$ cat src/rtl/dma_sched_pkg.sv
// Shared types and helpers for the DMA preload scheduler.
//   state_t    : scheduler FSM states
//   CNT_W_DEF  : default descriptor count width
//   max_count  : largest legal word count for a buffer of 2^buf_addr_w words
package dma_sched_pkg;

    typedef enum logic [2:0] {
        S_IDLE,
        S_CHECK,
        S_ISSUE,
        S_RELEASE,
        S_FAULT
    } state_t;

    localparam int CNT_W_DEF = 17;

    // A full buffer is a legal transfer, so the limit is 2^buf_addr_w itself.
    function automatic logic [31:0] max_count(input int buf_addr_w);
        max_count = 32'd1 << buf_addr_w;
    endfunction

endpackage

$ cat src/rtl/rr_pick.sv
// Combinational round-robin priority picker.
//   req : request vector, one bit per requester
//   ptr : highest-priority index this cycle (search starts here, wraps upward)
//   hit : at least one request is set
//   idx : index of the first set bit found from ptr upward with wrap
module rr_pick #(
    parameter int N     = 2,
    parameter int IDX_W = (N > 1) ? $clog2(N) : 1
) (
    input  logic [N-1:0]     req,
    input  logic [IDX_W-1:0] ptr,
    output logic             hit,
    output logic [IDX_W-1:0] idx
);

    logic [IDX_W-1:0] cand;

    always_comb begin
        hit  = 1'b0;
        idx  = '0;
        cand = '0;
        for (int i = 0; i < N; i++) begin
            cand = IDX_W'((int'(ptr) + i) % N);
            if (!hit && req[cand]) begin
                hit = 1'b1;
                idx = cand;
            end
        end
    end

endmodule

$ cat src/rtl/dma_preload_sched.sv
// Round-robin scheduler sharing one DMA preload engine between NUM_REQ
// requesters. Latches one descriptor per grant, validates it, drives the
// engine's level request and tracks completion with a watchdog.
//
// Ports:
//   clk, rst            : clock, synchronous active-high reset
//   req_valid/base/count: per-requester descriptors (packed, requester i at
//                         [i*W +: W]); sampled only in the grant cycle
//   req_grant/done/err  : one-hot 1-cycle pulses per requester
//   dma_preload_*       : engine interface (req level, base, count, done)
//   active_id           : current/last granted requester (steers write port)
//   busy, fault         : not-idle flag, sticky watchdog fault
//   dbg_state           : FSM state for observation
//
// Engine handshake (four-phase): req rises only while done is low; the
// engine raises done; req falls; the engine drops done; only then is the
// transfer complete. A done seen while idle belongs to an abandoned burst
// (reset mid-transfer) and simply blocks the next issue until it clears.
module dma_preload_sched
    import dma_sched_pkg::*;
#(
    parameter int NUM_REQ     = 2,
    parameter int ADDR_W      = 16,
    parameter int BUF_ADDR_W  = 13,
    parameter int CNT_W       = CNT_W_DEF,
    parameter int TIMEOUT_CYC = 100000
) (
    input  logic                       clk,
    input  logic                       rst,
    input  logic [NUM_REQ-1:0]         req_valid,
    input  logic [NUM_REQ*ADDR_W-1:0]  req_base,
    input  logic [NUM_REQ*CNT_W-1:0]   req_count,
    output logic [NUM_REQ-1:0]         req_grant,
    output logic [NUM_REQ-1:0]         req_done,
    output logic [NUM_REQ-1:0]         req_err,
    output logic                       dma_preload_req,
    output logic [ADDR_W-1:0]          dma_preload_base,
    output logic [CNT_W-1:0]           dma_preload_count,
    input  logic                       dma_preload_done,
    output logic [$clog2(NUM_REQ)-1:0] active_id,
    output logic                       busy,
    output logic                       fault,
    output state_t                     dbg_state
);

    localparam int ID_W = $clog2(NUM_REQ);
    localparam int WD_W = $clog2(TIMEOUT_CYC + 1);
    localparam int CW1  = CNT_W + 1;
    localparam logic [CNT_W:0] MAX_CNT = CW1'(max_count(BUF_ADDR_W));

    state_t              state;
    logic [ID_W-1:0]     rr_ptr;
    logic [WD_W-1:0]     wd;
    logic                pick_hit;
    logic [ID_W-1:0]     pick_idx;
    logic [ADDR_W-1:0]   sel_base;
    logic [CNT_W-1:0]    sel_count;
    logic [NUM_REQ-1:0]  pick_oh;
    logic [NUM_REQ-1:0]  act_oh;
    logic [ID_W-1:0]     next_ptr;
    logic                cnt_bad;

    rr_pick #(.N(NUM_REQ), .IDX_W(ID_W)) u_pick (
        .req (req_valid),
        .ptr (rr_ptr),
        .hit (pick_hit),
        .idx (pick_idx)
    );

    // Constant-index mux keeps the descriptor select free of wide index math.
    always_comb begin
        sel_base  = '0;
        sel_count = '0;
        for (int i = 0; i < NUM_REQ; i++) begin
            if (pick_idx == ID_W'(i)) begin
                sel_base  = req_base[i*ADDR_W +: ADDR_W];
                sel_count = req_count[i*CNT_W +: CNT_W];
            end
        end
    end

    assign pick_oh  = NUM_REQ'(1) << pick_idx;
    assign act_oh   = NUM_REQ'(1) << active_id;
    assign next_ptr = (active_id == ID_W'(NUM_REQ - 1)) ? '0 : active_id + 1'b1;
    // Compared one bit wider so a count of exactly 2^BUF_ADDR_W is legal.
    assign cnt_bad  = (dma_preload_count == '0) ||
                      ({1'b0, dma_preload_count} > MAX_CNT);

    assign busy      = (state != S_IDLE);
    assign dbg_state = state;

    always_ff @(posedge clk) begin
        if (rst) begin
            state             <= S_IDLE;
            rr_ptr            <= '0;
            wd                <= '0;
            req_grant         <= '0;
            req_done          <= '0;
            req_err           <= '0;
            dma_preload_req   <= 1'b0;
            dma_preload_base  <= '0;
            dma_preload_count <= '0;
            active_id         <= '0;
            fault             <= 1'b0;
        end else begin
            req_grant <= '0;
            req_done  <= '0;
            req_err   <= '0;
            case (state)
                S_IDLE: begin
                    if (pick_hit && !dma_preload_done) begin
                        dma_preload_base  <= sel_base;
                        dma_preload_count <= sel_count;
                        active_id         <= pick_idx;
                        req_grant         <= pick_oh;
                        state             <= S_CHECK;
                    end
                end
                S_CHECK: begin
                    if (cnt_bad) begin
                        req_err <= act_oh;
                        rr_ptr  <= next_ptr;
                        state   <= S_IDLE;
                    end else begin
                        dma_preload_req <= 1'b1;
                        wd              <= '0;
                        state           <= S_ISSUE;
                    end
                end
                S_ISSUE: begin
                    if (dma_preload_done) begin
                        dma_preload_req <= 1'b0;
                        state           <= S_RELEASE;
                    end else if (wd == WD_W'(TIMEOUT_CYC - 1)) begin
                        fault           <= 1'b1;
                        dma_preload_req <= 1'b0;
                        state           <= S_FAULT;
                    end else begin
                        wd <= wd + 1'b1;
                    end
                end
                S_RELEASE: begin
                    if (!dma_preload_done) begin
                        req_done <= act_oh;
                        rr_ptr   <= next_ptr;
                        state    <= S_IDLE;
                    end
                end
                S_FAULT: begin
                    state <= S_FAULT;
                end
                default: begin
                    state <= S_IDLE;
                end
            endcase
        end
    end

endmodule

$ cat config.mk
export PLATFORM = sky130hd
export DESIGN_NAME = dma_preload_sched
export DESIGN_NICKNAME = d
export VERILOG_FILES = /design/src/rtl/dma_sched_pkg.sv /design/src/rtl/rr_pick.sv /design/src/rtl/dma_preload_sched.sv
export SDC_FILE = /design/constraint.sdc
export NUM_CORES = 1
export LEC_CHECK = 0
export ABC_AREA = 1
export BUFFER_PORTS_ARGS = -buffer_cell sky130_fd_sc_hd__buf_2
export CORE_MARGIN = 2
export CORE_UTILIZATION = 52
export DETAILED_ROUTE_END_ITERATION = 8
export PLACE_DENSITY = 0.85
export SLEW_MARGIN = 0
export SYNTH_ARGS = -nofsm -noshare
export SYNTH_HDL_FRONTEND = slang
export SYNTH_SLANG_ARGS = --single-unit
export TNS_END_PERCENT = 1
$ cat constraint.sdc
create_clock -name clk -period 4.5 [get_ports clk]
set_input_delay 0.225 -clock clk [delete_from_list [all_inputs] [get_ports clk]]
set_output_delay 0.225 -clock clk [all_outputs]
set_load 0.01 [all_outputs]
# After elaboration in Yosys (flattened, before gate mapping)
# Cells that the tools add are included.
# W data, S select, Z words.
[op_classes]
add_sub_neg = 3
magnitude_cmp = 3
n_eq_ne = 12
shift = 2
muxes = 28
bitwise_logic = 6
n_reduce_logical = 19
[ops]
columns = ["cell", "n"]
rows = [
  ["$mux W17", 4],
  ["$pmux W17 S2", 1],
  ["$add A17 B1 Y17 const B", 1],
  ["$eq A17 B17 Y1 const B", 1],
  ["$gt A17 B14 Y1 const B", 1],
  ["$logic_not A17 Y1", 1],
  ["$mux W16", 1],
  ["$pmux W3 S5", 1],
  ["$mux W1", 14],
  ["$mux W3", 4],
  ["$ne A2 B2 Y1 const B", 6],
  ["$reduce_and A3 Y1", 4],
  ["$reduce_or A3 Y1", 3],
  ["$eq A3 B2 Y1 const B", 2],
  ["$not A1 Y1", 6],
  ["$lt A1 B2 Y1 const B", 2],
  ["$pmux W1 S2", 2],
  ["$reduce_and A4 Y1", 1],
  ["$reduce_bool A2 Y1", 2],
  ["$shl A1 B1 Y2 const A", 2],
  ["$eq A3 B1 Y1 const B", 1],
  ["$eq A3 B3 Y1 const B", 1],
  ["$logic_not A3 Y1", 1],
  ["$ne A3 B3 Y1 const B", 1],
  ["7 further kinds", 10],
]
[totals]
regBits = 63
input_bits = 71
out_inout_bits = 46
wordCells = 84

# Longest topological paths before layout
# Gate-level depths: netlist of the first run.
[logic_depth]
word_depth = 9
depth_mapped = 12
mapped_depth_nobuf = 12

# Cells and area by module
# A second synthesis of the first run with hierarchy kept.
[unflattened]
cells_unflattened = 443
area_unflattened_um2 = 3027.9
[by_module_without_submodules]
columns = ["module", "n_inst", "cells_each", "area_each_um2", "seq_area_each_um2"]
rows = [
  ["dma_preload_sched", 1, 439, 3009.1, 1261.2],
  ["rr_pick", 1, 4, 18.8, 0.0],
]

# Least setup slack after synthesis of the first run
# No wires, ideal clock.
[synth_path]
path_kind = "register -> register"
startpoint = "register wd[0]"
endpoint = "register wd[6]"
setup_ps = 130
t_arrival_ps = 1424
t_required_ps = 4370
setup_slack_ps = 2946
stages_incl_launch_ff = 12
path_buffers = 1
synth_period_minus_slack_ps = 1554
cell_sequence = "dfxtp_1 ha_1 nand2_2 nor2_4 inv_2 nor2_2 nand2_1 nand2_4 nand2_2 buf_6 nand2_1 a21oi_2"
[synth_between]
elab_chain_cells = 4
word_cells_on_any_way = 7
classes_between = "add/sub (1); eq/ne (2); mux (3); reduce/logical (1)"
[synth_rtl]
columns = ["element", "line", "text"]
rows = [
  ["start, declared", "dma_preload_sched.sv:53", "logic [WD_W-1:0] wd;"],
  ["start signal, assigned", "dma_preload_sched.sv:139", "wd <= wd + 1'b1;"],
  ["$add A17 B1 Y17", "dma_preload_sched.sv:139", ""],
  ["$mux W17", "dma_preload_sched.sv:134", "end else if (wd == WD_W'(TIMEOUT_CYC - 1)) begin"],
  ["$mux W17", "dma_preload_sched.sv:131", "if (dma_preload_done) begin"],
  ["$pmux W17 S2", "dma_preload_sched.sv:109", "case (state)"],
]
# Several ways; a longest one is shown, not always the timed one. The select of a mux whose other input is x is not followed.
# A chain may end at the register's enable or synchronous reset.

# Final worst setup path of the first run
[layout_path]
startpoint = "register wd[0]"
endpoint = "register dma_preload_req"
[layout_between]
elab_chain_cells = 3
[layout_rtl]
columns = ["element", "line", "text"]
rows = [
  ["$eq A17 B17 Y1", "dma_preload_sched.sv:134", ""],
  ["$ne A3 B3 Y1 (no line)", "-", ""],
  ["$reduce_and A3 Y1 (no line)", "-", ""],
  ["end signal, assigned", "dma_preload_sched.sv:125", "dma_preload_req <= 1'b1;"],
  ["end signal, assigned", "dma_preload_sched.sv:132", "dma_preload_req <= 1'b0;"],
  ["end signal, assigned", "dma_preload_sched.sv:136", "dma_preload_req <= 1'b0;"],
  ["end, declared", "dma_preload_sched.sv:36", "output logic dma_preload_req,"],
]
# No other way between the ends.

==> impl_results.md, run 1 <==
* Status: complete, no violations
* Synth area leader: dfxtp_1
* Final routed DRC violation total at 0
* Gr usage total at between 20% and 30%
* Setup crit start kind: flip-flop
* Avg Cell Area, Syn at around 6.8 µm²
* Pin count of the biggest net entering global routing at 35
* Register area at 0.00126 mm²
* Die height at 79.6 µm
* Max VDD drop at 0.249 mV
* Ranking of synthesized cells by area: dfxtp_1, nand2_1, nand3_1, nor2_1, a21oi_1
* Post-CTS Resized at 0
* Cell variety after synth at 30
* Htree depth at 3
* Tcrit/Tclk final at 45.1%
* Core area at between 0.005 and 0.006 mm²
* Utilization after layout at roughly 68%
* GPL Wtd Cong at 0.940
* Compound-Gate Fraction of Synth Area at under 10%
* Post-synthesis mux area share at 0%
* Static leakage at 1.78 nW
* Max-slew violation count at 0
* Initial Util at 53.9%
* Critical path class: reg -> reg
* Register area share after synthesis at 42.5%
* Number of hold violations in the final report at 0
* Vias/cell at 5.14
* Clk sinks at 63
* Post-CTS Hold Buffers at 0
* Number of synthesized flops with an enable pin at 0
* Pre-antenna DRT Iters at 5
* Nets at 624
* First DRT Iteration DRCs at 305
* TritonCTS clock tree: built
* Most common cell in the synthesized netlist: nand2_1
* Critical Path Sink Type: flip-flop
* Port Buffers at 116
* Fmax at 493 MHz
* Maxcap violations at 0
* Fraction of layout cells with a size suffix above 1 at 26.2%
* Clock buffer depth at 2
* Area occupied by multi-input gates at about 0.0015 mm²
* R2R depth at 10
* Routed WL at 7.94 mm
* Primary FF master, synth: dfxtp_1
* Total gr overflow at 0
* Wire per inst at 12.6 µm
* DIE WIDTH at about 80 µm
* Post-Synthesis Net Count at 512
* Slew headroom at 38.6%
* Synth warn at 0
* Pwr/cell area at approximately 420 mW/mm²
* Setup Buffers After CTS at 0
* Least-Margin Pin Slew at 0.915 ns
* Critical-path cell list: ha_1 -> nand2_2 -> nor2_4 -> inv_2 -> nor2_2 -> nand2_1 -> nand2_4 -> inv_1 -> o21ai_0 -> a21oi_1
* Cell Area, Synth at about 0.003 mm²
* # fillers at 502
* Clock slew at reported path FFs at 0.07 ns
* Crit path largest cell delay at around 0.42 ns
* XOR/XNOR Fraction of Synth Area at 2.36%
* Post-synthesis cell count at 440
* HP Class: in -> reg
* Largest family of logic cells by synthesized area: simple AND/OR/NAND/NOR gates
* Row count at 27
* Post-synthesis register bit count at 63
* Commonest cells post-synth: nand2_1, nand3_1, dfxtp_1
* Setup violations, final at 0
* Worst-Skew Late Latency at 0.33 ns
* Crit Path Max Fanout at 18
* Hold depth at 3
* Ports at 117
* Slowest library cell on the worst path: dfxtp_1
* Fin crit period at 2.03 ns
* Antenna violations before repair at 0
* Post-synth top area share at 42.5%
* Post-route ant nets at 0
* HPWL after DPL at 5.68 mm
* Worst EP arrival at 2.24 ns
* Layout area overhead at 26.0%
* # diodes at 0
* Worst Path Required at 4.71 ns
* Clock skew at ~0.007 ns
* First-pass GRT wire length at 13.1 mm
* Post-synthesis simple-gate area fraction at around 44%
* Setup Total Neg Slack at 0 ns
* Die area at 0.00633 mm²
* Vias post-DR at 3,233
* RSZ-0062 raised after global routing: false
* Async S/R FF share, synth at 0%
* Fraction of the mapped netlist area in adder cells at 0.421%
* Num CTS Buffers at 9
* Vias in the first global route at 3,061
* Clock root buffer: clkbuf_8
[power by group]
part | leakage (nW) | switching [W] | total [W] | internal (W)
Combinational | 1.17 | 0.000259 | 0.000407 | 0.000147
Clock | 0.0936 | 0.000210 | 0.000481 | 0.000271
Sequential | 0.513 | 0.0000514 | 0.000679 | 0.000627
[layer usage]
layer  vias to the layer above  global-route usage (%)  part of all wire [%]
li1                       1637                       -                     -
met1                      1435                    29.9                    41
met2                       143                    46.1                    49
met3                        18                    6.00                   7.6
met4                         0                    10.5                   1.8
met5                         -                       0                     0
[through the flow]
stage          area (µm²)  setup WS (ns)  instances  hold WS, ns  total power, W
6_report             3740           2.47        629       0.0823         0.00157
5_1_grt              3740           2.18        629       0.0819         0.00165
4_1_cts              3740           2.46        629       0.0693         0.00157
3_5_place_dp         3550           2.31        613        0.426         0.00109
3_3_place_gp         3550           2.38        613        0.421         0.00109
2_1_floorplan        2970           2.95        440        0.338        0.000948
[logic make-up (layout without fill, tap and decap cells)]
logic type               after synthesis  in the layout
flip-flops                            63             63
AND/OR/NAND/NOR                      303            303
XOR/XNOR                               8              8
AO/OA/AOI/OAI                         24             24
adder cells (fa/ha/maj)                1              1
buffers and inverters                 41            158
[sequential cells by signal, indices dropped and copies added (netlist names)]
name and flops:
active_id 1, dbg_state 3, dma_preload_base 16, dma_preload_count 17
dma_preload_req 1, fault 1, req_done 2, req_err 2
req_grant 2, rr_ptr 1, wd 17
[cell usage in the layout (no fill, tap or decap), drive strengths merged, types with 5 or more instances in the layout]
| cell | instances |
|---|---|
| dfxtp | 63 |
| xor2 | 5 |
| inv | 24 |
| clkbuf | 13 |
| nor3 | 5 |
| nand2 | 161 |
| nor2 | 55 |
| nand4 | 9 |
| a21oi | 20 |
| buf | 117 |
| nand3 | 70 |
[worst max-delay path: cells and delay by family (launching register included)]
family / cells / cell delay [ns]
AOI/OAI and AO/OA: 2 / 0.33
and+or+nand+nor: 5 / 0.64
adders and majority gates: 1 / 0.26
buffers and inverters: 2 / 0.25
DFF: 1 / 0.42
[path summary, 6_finish.rpt]
| path | from | to | slack, ns |
|---|---|---|---|
| worst max-delay path | wd[0]$_SDFFE_PP0P_ | dma_preload_req$_SDFFE_PP0P_ | 2.47 |
| worst min register to register | dma_preload_req$_SDFFE_PP0P_ | dma_preload_req$_SDFFE_PP0P_ | 0.45 |
| worst min-delay path | req_base[2] | dma_preload_base[2]$_SDFFE_PP0P_ | 0.08 |
| worst max register to register | wd[0]$_SDFFE_PP0P_ | dma_preload_req$_SDFFE_PP0P_ | 2.47 |
[layout make-up]
| class | count | share of cell area (%) |
|---|---|---|
| inverters | 25 | 2.51 |
| clock buffers | 13 | 3.98 |
| repair buffers | 117 | 15.7 |
| multi-input cells | 336 | 40.6 |
| clock inverters | 3 | 1.14 |
| flip-flops and latches | 63 | 33.7 |
| well taps | 72 | 2.41 |
No activity file was read; power rests on OpenSTA's default activity.
==> run 2, diff against run 1 <==
--- a/config.mk
+++ b/config.mk
@@ -5,12 +5,12 @@
 export SDC_FILE = /design/constraint.sdc
 export NUM_CORES = 1
 export LEC_CHECK = 0
-export ABC_AREA = 1
+export ABC_AREA = 0
 export BUFFER_PORTS_ARGS = -buffer_cell sky130_fd_sc_hd__buf_2
 export CORE_MARGIN = 2
-export CORE_UTILIZATION = 52
+export CORE_UTILIZATION = 47
 export DETAILED_ROUTE_END_ITERATION = 8
-export PLACE_DENSITY = 0.85
+export PLACE_DENSITY = 0.79
 export SLEW_MARGIN = 0
 export SYNTH_ARGS = -nofsm -noshare
 export SYNTH_HDL_FRONTEND = slang
==> constraint.sdc (replaced) <==
create_clock -name clk -period 2.1 [get_ports clk]
set_input_delay 0.105 -clock clk [delete_from_list [all_inputs] [get_ports clk]]
set_output_delay 0.105 -clock clk [all_outputs]
set_load 0.01 [all_outputs]
==> run 2 against run 1 <==
Net effect:
- register-to-register slack got worse by 2.3 ns
- die area increased by 0.36%
- flip-flop and latch count unchanged
- critical path type unchanged
==> impl_results.md, run 2 <==
* Design Area, Final at 0.00420 mm² (+12%)
* Die area at 0.00636 mm² (+0.36%)
* Setup ws final at 0.142 ns (-2.33 ns)
* Vias/cell at 6.01 (+17%)
* WHS at 0.0380 ns (-0.0443 ns)
* Post-synthesis register bit count at 63 (unchanged)
* Num CTS Buffers at 9 (unchanged)
* Die height at 79.7 µm (+0.18%)
* Gr usage total at 32.9% (+7.0 points)
* RSZ-0062 raised after global routing: false
* Fmax at 511 MHz (+3.6%)
* Post-Synthesis Net Count at 364 (-29%)
* Initial Util at 48.9% (-5.0 points)
* Post-CTS Hold Buffers at 59 (+59)
* TritonCTS clock tree: built
* Htree depth at 3 (unchanged)
* Most frequent cells in the layout: buf_2, dfxtp_1, dlygate4sd3_1
* HP Class: in -> reg
* Least-Margin Pin Slew at 0.426 ns (-0.490 ns)
* Antenna violations before repair at 0 (unchanged)
* Clock root buffer: clkbuf_8
* Critical path class: reg -> reg
* Critical-path cell list: or3_1 -> nor4_1 -> mux2_2 -> nor3b_2 -> buf_4 -> a221o_1
* Core area at 0.00551 mm² (unchanged)
* Max VDD drop at 0.539 mV (+120%)
* Setup violations, final at 0 (unchanged)
* Top flop regs: dma_preload_count: 17 flops, wd: 17 flops, dma_preload_base: 16 flops
* HPWL after DPL at 5.44 mm (-4.3%)
* Setup crit start kind: flip-flop
* Cell variety after synth at 47 (+57%)
* Port Buffers at 116 (unchanged)
* Pwr/cell area at 679 mW/mm² (+62%)
* Clock slew at reported path FFs at 0.07 ns (about the same)
* Worst-Skew Late Latency at 0.35 ns (+0.02 ns)
* Wire per inst at 18.5 µm (+46%)
* Fraction of layout cells with a size suffix above 1 at 32.5% (+6.3 points)
* Worst EP arrival at 2.19 ns (-0.05 ns)
* Most common cell after layout, fill and taps aside: buf_2
* GPL Wtd Cong at 0.869 (-7.5%)
* Maxcap violations at 0 (unchanged)
* Setup Buffers After CTS at 0 (unchanged)
* Post-route ant nets at 0 (unchanged)
* Dpl cell area at 0.00342 mm² (-3.6%)
* Pre-antenna DRT Iters at 6 (+1)
* Number of hold violations in the final report at 0 (unchanged)
* Worst Path Required at 2.33 ns (-2.38 ns)
* First DRT Iteration DRCs at 390 (+28%)
* Vias post-DR at 3,315 (+2.5%)
* Avg Cell Area, Syn at 9.23 µm² (+37%)
* Static leakage at 2.09 nW (+18%)
* Max-slew violation count at 0 (unchanged)
* Routed WL at 10.2 mm (+28%)
* Synth area leader: dfxtp_1
* Vias in the first global route at 3,199 (+4.5%)
* Ports at 117 (unchanged)
* Commonest cells post-synth: dfxtp_1, inv_1, a222oi_1
* Clock buffer depth at 2 (unchanged)
* Async S/R FF share, synth at 0% (unchanged)
* First-pass GRT wire length at 15.9 mm (+22%)
* Synth warn at 0 (unchanged)
* Row count at 27 (unchanged)
* # fillers at 344 (-31%)
* Number of synthesized flops with an enable pin at 0 (unchanged)
* Tcrit/Tclk final at 93.2% (+48 points)
* Clock skew at 0.0139 ns (+0.00681 ns)
* Crit Path Max Fanout at 5 (-13)
* Most common cell in the synthesized netlist: dfxtp_1
* Layout area overhead at 55.7%
* Pin count of the biggest net entering global routing at 35 (unchanged)
* Utilization after layout at 76.2% (+8.2 points)
* DIE WIDTH at 79.7 µm (+0.18%)
* Fin crit period at 1.96 ns (-0.0702 ns)
* Status: complete, no violations
* Slew headroom at 71.2% (+33 points)
* Pre-CTS setup slack at 0.167 ns (-2.14 ns)
* Cell Area, Synth at 0.00270 mm² (-9.3%)
* Crit path largest cell delay at 0.41 ns (about the same)
* Nets at 549 (-12%)
* Clk sinks at 63 (unchanged)
* Post-CTS Resized at 0 (unchanged)
* Register area share after synthesis at 46.8% (+4.3 points)
* # diodes at 0 (unchanged)
* Slowest library cell on the worst path: or3_1
* Post-synth top area share at 46.8% (+4.3 points)
* Final routed DRC violation total at 0 (unchanged)
* Primary FF master, synth: dfxtp_1
* Post-synthesis cell count at 292 (-34%)
* Setup Total Neg Slack at 0 ns (unchanged)
* Ranking of synthesized cells by area: dfxtp_1, a222oi_1, inv_1, nor2_1, clkbuf_1
* Total gr overflow at 0 (unchanged)
* Critical Path Sink Type: flip-flop
==> run 2: report_power, final <==
part | total (W) | internal, W | switching [W]
Sequential | 0.00132 | 0.00126 | 0.0000554
Combinational | 0.000531 | 0.000266 | 0.000265
Clock | 0.00100 | 0.000546 | 0.000457
Total | 0.00285 | 0.00207 | 0.000778
==> run 2: cells by family (layout without fill, tap and decap cells) <==
family | Yosys count | in the layout | share of synthesized area (%)
xor+xnor | 2 | 2 | 0.650
buf+inv | 57 | 245 | 8.54
flops | 63 | 63 | 46.8
compound gates | 78 | 78 | 23.9
mux | 4 | 4 | 1.53
simple gates | 87 | 87 | 18.2
fa+ha+maj | 1 | 1 | 0.464
==> run 2: area by class of cell <==
class / instances / area [µm²] / share of cell area [%]
repair buffers: 192 / 1300 / 30.9
inverters: 39 / 146 / 3.49
clock buffers: 14 / 183 / 4.35
well taps: 72 / 90.1 / 2.15
multi-input cells: 172 / 1220 / 29.0
flip-flops and latches: 63 / 1260 / 30.1
==> run 2: final timing paths <==
path                                        to  slack, ns                          startpoint  cells after the start
max                         wd[2]$_SDFFE_PP0P_       0.14  dma_preload_count[16]$_SDFFE_PP0P_                      6
min           dma_preload_base[6]$_SDFFE_PP0P_       0.04                        req_base[22]                      3
max reg2reg                 wd[2]$_SDFFE_PP0P_       0.14  dma_preload_count[16]$_SDFFE_PP0P_                      6
min reg2reg  dma_preload_base[11]$_SDFFE_PP0P_       0.47   dma_preload_base[11]$_SDFFE_PP0P_                      2
==> run 2: critical path, delay by kind of cell (launching register included) <==
family / cells / cell delay, ns
simple gates: 3 / 0.78
mux: 1 / 0.26
flops: 1 / 0.33
compound gates: 1 / 0.33
buf+inv: 1 / 0.15
==> run 2: routing by layer <==
layer  vias up  global-route usage, %  share of wire, %
met5         -                      0                 0
met4         0                   20.9               6.0
met3        69                   10.6                11
met2       267                   51.2                46
met1      1504                   39.0                37
li1       1475                      -                 -
==> run 2: through the flow <==
stage / std cells / total power (W)
global placement: 479 / 0.00173
detailed placement: 479 / 0.00174
CTS: 552 / 0.00279
finish: 552 / 0.00285
global route: 552 / 0.00295
floorplan: 292 / 0.00154
